<file path="src/rtl/five_bit_serial_subtractor.sv">
// five_bit_serial_subtractor
//   Bit-serial 5-bit unsigned subtractor (a - b mod 32), one bit per clock,
//   LSB first, with a start/done handshake. The result is registered and
//   held until the next accepted operation completes.
//
// Ports
//   clk     in   system clock, rising edge
//   rst_n   in   synchronous active-low reset
//   start   in   request; accepted only in IDLE
//   a       in   [4:0] minuend, sampled on the accepting edge
//   b       in   [4:0] subtrahend, sampled on the accepting edge
//   busy    out  high in SUB and DONE
//   done    out  one-cycle pulse when the result becomes valid
//   diff    out  [4:0] (a - b) mod 32
//   borrow  out  1 when a < b (unsigned)
//   zero    out  1 when diff == 0
module five_bit_serial_subtractor (
    input  logic       clk,
    input  logic       rst_n,
    input  logic       start,
    input  logic [4:0] a,
    input  logic [4:0] b,
    output logic       busy,
    output logic       done,
    output logic [4:0] diff,
    output logic       borrow,
    output logic       zero
);

    typedef enum logic [1:0] {
        ST_IDLE = 2'd0,
        ST_SUB  = 2'd1,
        ST_DONE = 2'd2
    } state_t;

    state_t     state_q, state_d;
    logic [4:0] sa_q, sa_d;
    logic [4:0] sb_q, sb_d;
    logic [4:0] sd_q, sd_d;
    logic       br_q, br_d;
    logic [2:0] cnt_q, cnt_d;
    logic [4:0] diff_q, diff_d;
    logic       borrow_q, borrow_d;
    logic       zero_q, zero_d;

    // One full-subtractor bit-step on the current LSBs.
    logic       d_bit;
    logic       br_next;
    logic [4:0] sd_next;

    assign d_bit   = sa_q[0] ^ sb_q[0] ^ br_q;
    assign br_next = (~sa_q[0] & sb_q[0]) | (~(sa_q[0] ^ sb_q[0]) & br_q);
    // Result enters at the MSB so that after five steps bit 0 sits at SD[0].
    assign sd_next = {d_bit, sd_q[4:1]};

    always_ff @(posedge clk) begin
        if (!rst_n) begin
            state_q  <= ST_IDLE;
            sa_q     <= '0;
            sb_q     <= '0;
            sd_q     <= '0;
            br_q     <= 1'b0;
            cnt_q    <= '0;
            diff_q   <= '0;
            borrow_q <= 1'b0;
            zero_q   <= 1'b0;
        end else begin
            state_q  <= state_d;
            sa_q     <= sa_d;
            sb_q     <= sb_d;
            sd_q     <= sd_d;
            br_q     <= br_d;
            cnt_q    <= cnt_d;
            diff_q   <= diff_d;
            borrow_q <= borrow_d;
            zero_q   <= zero_d;
        end
    end

    always_comb begin
        state_d  = state_q;
        sa_d     = sa_q;
        sb_d     = sb_q;
        sd_d     = sd_q;
        br_d     = br_q;
        cnt_d    = cnt_q;
        diff_d   = diff_q;
        borrow_d = borrow_q;
        zero_d   = zero_q;

        unique case (state_q)
            ST_IDLE: begin
                if (start) begin
                    sa_d    = a;
                    sb_d    = b;
                    br_d    = 1'b0;
                    cnt_d   = '0;
                    state_d = ST_SUB;
                end
            end
            ST_SUB: begin
                sa_d  = {1'b0, sa_q[4:1]};
                sb_d  = {1'b0, sb_q[4:1]};
                sd_d  = sd_next;
                br_d  = br_next;
                cnt_d = cnt_q + 3'd1;
                // Outputs change only on the step that produces bit 4.
                if (cnt_q == 3'd4) begin
                    diff_d   = sd_next;
                    borrow_d = br_next;
                    zero_d   = (sd_next == '0);
                    state_d  = ST_DONE;
                end
            end
            ST_DONE: begin
                state_d = ST_IDLE;
            end
            default: begin
                state_d = ST_IDLE;
            end
        endcase
    end

    assign busy   = (state_q == ST_SUB) || (state_q == ST_DONE);
    assign done   = (state_q == ST_DONE);
    assign diff   = diff_q;
    assign borrow = borrow_q;
    assign zero   = zero_q;

endmodule

</file>
<file path="config.mk">
export PLATFORM = sky130hd
export DESIGN_NAME = five_bit_serial_subtractor
export DESIGN_NICKNAME = d
export VERILOG_FILES = /design/src/rtl/five_bit_serial_subtractor.sv
export SDC_FILE = /design/constraint.sdc
export NUM_CORES = 1
export LEC_CHECK = 0
export ABC_AREA = 1
export CAP_MARGIN = 20
export CORE_UTILIZATION = 55
export CTS_BUF_LIST = sky130_fd_sc_hd__clkbuf_8
export DETAILED_ROUTE_END_ITERATION = 12
export HOLD_SLACK_MARGIN = 0.02
export PLACE_DENSITY = 0.83
export SYNTH_ARGS = -nofsm -noshare
export SYNTH_HDL_FRONTEND = slang
export SYNTH_SLANG_ARGS = --single-unit
</file>
<file path="constraint.sdc">
create_clock -name clk -period 2.3 [get_ports clk]
set_clock_uncertainty 0.1 [all_clocks]
set_input_delay 0.46 -clock clk [delete_from_list [all_inputs] [get_ports clk]]
set_output_delay 0.46 -clock clk [all_outputs]
set_load 0.005 [all_outputs]
</file>
## Word-level counts from Yosys, hierarchy flattened

Index checks and enable logic that the tools add are counted.

- Input bits: 13
- Register bits after elaboration: 28
- Word-level logic and storage cells: 40
- Output and inout port bits: 9

- Add/sub/neg operators: 1
- Bitwise gates (word level): 7
- Eq/ne operators: 5
- Multiplexer cells: 11
- Reduce and logical (&&, ||, !) cells: 7

Operators by type and width:

| kind | count |
|---|---|
| one-hot mux 5 bit (2 select lines) | 2 |
| 2-to-1 mux 5 bit | 2 |
| one-hot mux 3 bit (2 select lines) | 1 |
| AND reduction 2 bit | 3 |
| zero test 5 bit | 1 |
| 2-to-1 mux 2 bit | 2 |
| != test 2 bit, second input constant | 2 |
| one-hot mux 2 bit (2 select lines) | 1 |
| adder 3 x 1 -> 3 bit, second input constant | 1 |
| equality test 3 bit, second input constant | 1 |
| 2-to-1 mux 3 bit | 1 |
| bitwise AND 1 bit | 2 |
| equality test 2 x 1 -> 1 bit, second input constant | 1 |
| equality test 2 bit, second input constant | 1 |
| zero test 2 bit | 1 |
| inverter 1 bit | 2 |
| one-hot mux 1 bit (2 select lines) | 1 |
| nonzero test 2 bit | 1 |
| bitwise XOR 1 bit | 2 |
| logical OR 1 bit | 1 |
| 2-to-1 mux 1 bit | 1 |
| bitwise OR 1 bit | 1 |

## Longest topological paths before layout

- Word-level depth: 5
- Mapped depth: 8
- Gate-level depth less buffers: 8

## Worst setup path before layout

Ideal clock, no wire load.

- Path kind: register to register
- From: reg state_q[0]
- To: reg sa_q[1]
- Clock period less this slack: 1.327 ns
- Buffers on the path: 1
- Required time: 2.084 ns
- Path slack: 0.973 ns
- Cell stages (with the launch flop): 8
- Arrival time: 1.111 ns
- Library setup time: 0.116 ns
- Cell sequence: dfxtp_1 inv_1 ha_1 nand2_1 o21ai_1 buf_4 nor2_1 nor2_1

- Longest elaborated chain between the ends: 3
- Elaborated cells between the ends (all ways): 6
- Those cells by class: eq/ne: 2; mux: 1; reduce/logical: 3

Ends and longest elaborated chain:

| what | line | source |
|---|---|---|
| from (decl) | 36 | `state_t state_q, state_d;` |
| from (signal assigned) | 68 | `state_q <= state_d;` |
| equality test 2 x 1 -> 1 bit or zero test 2 bit (tied branches) | 91 | `unique case (state_q)` |
| nonzero test 2 bit (no line) or != test 2 bit (tied branches) | -- |  |
| AND reduction 2 bit (no line) | -- |  |
| to (signal assigned) | 59 | `sa_q <= '0;` |
| to (signal assigned) | 69 | `sa_q <= sa_d;` |
| to (decl) | 37 | `logic [4:0] sa_q, sa_d;` |

Parallel ways exist; a longest one is shown, timed or not.
A chain may end at the register's enable or synchronous reset.

## Worst setup path in the final report

- From: reg state_q[1]
- To: out busy

- Longest elaborated chain between the ends: 2
- Elaborated cells between the ends (all ways): 3
- Those cells by class: eq/ne: 2; reduce/logical: 1

Ends and longest elaborated chain:

| what | line | source |
|---|---|---|
| equality test 2 x 1 -> 1 bit or equality test 2 bit (tied branches) | 124 | `assign busy = (state_q == ST_SUB) \|\| (state_q == ST_DONE);` |
| logical OR 1 bit (*) | 124 |  |
| to (decl) | 23 | `output logic busy,` |

Every way passes the cells marked *; elsewhere a longest branch is shown, timed or not.

==> impl_metrics.py <==
metrics = {
    "run_status": {
        "outcome": "finished clean",
    },
    "logic_synthesis": {
        "synth_fa_ha_area_frac": 0.0673,
        "synthesis.nets": 194,
        "ys_types": 20,
        "seq_area_frac_synth": 0.441,
        "synth_top_family_by_area": "simple AND/OR/NAND/NOR gates",
        "syn_inst": 175,
        "yosys-top-cells-area": "dfxtp_1 (44%), nand2_1 (18%), nor2_1 (7.7%)",
        "muxShareOfSynthArea": 0,
        "synth_simple_gate_area_share": 0.284,
        "synth_compound_area_frac": 0.129,
        "yosys_warnings": 0,
        "syn_avg_cell_area_um2": 7.01,
        "synth_top_area_cell": "dfxtp_1",
        "synth_top_area_frac": 0.441,
        "synthesis.area_um2": 1230,
        "synth_xor_area_frac": 0,
        "ys_seq_elements": 27,
    },
    "worst_hold_path": {
        "min-delay-start": "diff[3]",
        "hold-path-cell-count": 2,
        "worstHoldPathType": "reg2reg",
        "hold-path-endpoint": "diff[3]",
    },
    "detailed_routing": {
        "ant_nets": 0,
        "vias": 1128,
        "post_drt_wl_per_cell_um": 11.4,
        "dr.pass1.iters": 4,
        "drt_iter0_drc": 26,
        "vias_per_cell": 5.01,
        "drcViolationCount": 0,
        "wl_mm": 2.56,
    },
    "grt": {
        "first_global_vias": 1062,
        "gr-total-overflow": 0,
        "grt_max_degree": 18,
        "grt_pass1_wl_mm": 4.37,
        "grt_usage": 0.232,
        "antenna_found_initial": 0,
    },
    "setup_path": {
        "start_kind": "register",
        "cp_top_family": "buffers and inverters",
        "rr_endpoint": "br_q",
        "path_class": "reg2out",
        "critPathBufInv": 2,
        "reg2reg_slack_ps": 390,
        "worstPathArrival_ps": 1450,
        "worst-path-max-fanout": 3,
        "crit_chain": "inv_1 > ha_1 > clkdlybuf4s50_1",
        "slowest_stage": "clkdlybuf4s50_1",
        "endpoint_kind": "output port",
        "r2r-start": "state_q[1]",
        "required_ps": 1740,
        "max_stage_delay_ps": 490,
        "r2r_cells": 5,
    },
    "die": {
        "design.core.area_um2": 2020,
        "num_io_pins": 22,
        "rows": 16,
        "dieArea_um2": 2420,
        "start_util": 0.606,
        "die_x_um": 49.2,
        "die_h_um": 49.2,
    },
    "cells_and_area": {
        "final_area_um2": 1510,
        "fillerInstances": 171,
        "finish.utilization": 0.748,
        "antenna_cells": 0,
        "nNetsFinal": 218,
        "syn_to_final_growth_pct": 23.3,
        "drive_gt1_frac": 0.0606,
    },
    "placed_design": {
        "placed_area_um2": 1470,
        "place_congestion": 0.799,
        "dpl.hpwl_mm": 1.84,
        "io_buffers": 21,
    },
    "sta": {
        "final.setup.tns_ps": 0,
        "rsz0062_at_grt": "no",
        "worst_pin_slew_ps": 754,
        "timing.fmax_ghz": 0.497,
        "min_period_ps": 2010,
        "setup_viol_count_final": 0,
        "maxSlewViolCount": 0,
        "slew_headroom": 0.494,
        "min_period_over_period": 0.876,
        "finalHoldViolations": 0,
    },
    "clocking": {
        "cts_resized": 0,
        "cts_buffer_depth": 2,
        "clockRootBuffer": "clkbuf_8",
        "clk_latency_ps": 260,
        "holdBufCountCts": 0,
        "cts_buffers": 3,
        "htreeDepth": 1,
        "clkSinkCount": 27,
        "clk_pin_slew_ps": 90,
        "post_cts_buffers": 0,
        "cts_tree": "built",
    },
    "power": {
        "power.density_nw_per_um2": 703,
        "peakVddDrop_uv": 510,
        "leakage_nw": 0.661,
    },
    "job": {
        "maxCapViolCount": 0,
    },
}
## cells in the mapped netlist (all sizes together)
master  instances
o21ai          12
fa              1
nand2          60
clkbuf          1
a21oi          15
nand3           3
nor2           26
o21a            1
buf             5
dfxtp          27
clkinv          1
inv            16
o211ai          2
ha              5
## placed cells by master (no fill, tap or decap), drive strengths merged, types with 2 or more instances in the layout
| cell | instances |
|---|---|
| dfxtp | 27 |
| inv | 17 |
| a21oi | 15 |
| clkbuf | 3 |
| nor2 | 26 |
| o211ai | 2 |
| nand3 | 3 |
| clkdlybuf4s50 | 21 |
| nand2 | 60 |
| o21ai | 12 |
| buf | 4 |
| ha | 5 |
## cells by family after synthesis
group | after synthesis
AO/OA/AOI/OAI | 30
adder cells (fa/ha/maj) | 6
buffers and inverters | 23
flip-flops | 27
AND/OR/NAND/NOR | 89
## worst max path at each step
stage | startpoint | to | slack (ps) | cells after the start
after floorplan | state_q[0] | sa_q[1] | 970 | 7
after global placement | start | br_q | 450 | 6
after detailed placement | start | br_q | 370 | 6
after CTS | state_q[1] | busy | 280 | 3
after global routing | state_q[1] | busy | 220 | 3
final | state_q[1] | busy | 290 | 3
## worst reg2reg max path: stages, from the launching register on
cell,delay [ps]
dfxtp_1,360
inv_1,70
ha_1,310
o21ai_1,660
nand2_1,150
a21oi_1,170
## report_power, final
part / switching [mW] / total, mW / internal, mW / leakage, nW
Combinational: 0.161 / 0.262 / 0.101 / 0.414
Sequential: 0.0269 / 0.542 / 0.515 / 0.221
Clock: 0.140 / 0.259 / 0.119 / 0.0269
## state kept, by name (all words and copies together), names as in the netlist
| register | flops |
|---|---|
| diff | 5 |
| sa_q | 5 |
| sb_q | 5 |
| sd_q | 4 |
| cnt_q | 3 |
| state_q | 2 |
| borrow | 1 |
| br_q | 1 |
| zero | 1 |
## metrics by stage
step | hold slack, ps | setup WS, ps | total power [mW] | cells
finish | 367 | 286 | 1.06 | 225
detailed placement | 354 | 366 | 0.810 | 221
global route | 383 | 224 | 1.12 | 225
CTS | 368 | 276 | 1.06 | 225
global placement | 349 | 451 | 0.797 | 221
floorplan | 339 | 973 | 0.739 | 175
## layout make-up
type,count,area (µm²),share of cell area
Clock inverter,1,3.75,0.00248
Inverter,17,63.8,0.0422
Multi-Input combinational cell,125,588,0.389
Timing Repair Buffer,25,240,0.159
Tap cell,27,33.8,0.0224
Sequential cell,27,541,0.358
Clock buffer,3,41.3,0.0273
## layer usage
| metal | GRT usage | wire length, µm | up-vias |
|---|---|---|---|
| met5 | 0 | 0 | - |
| met4 | 0.0833 | 11 | 0 |
| met3 | 0.0280 | 56 | 2 |
| met2 | 0.411 | 1300 | 12 |
| met1 | 0.286 | 1190 | 526 |
| li1 | - | - | 588 |
(Power assumes the default switching activity.)
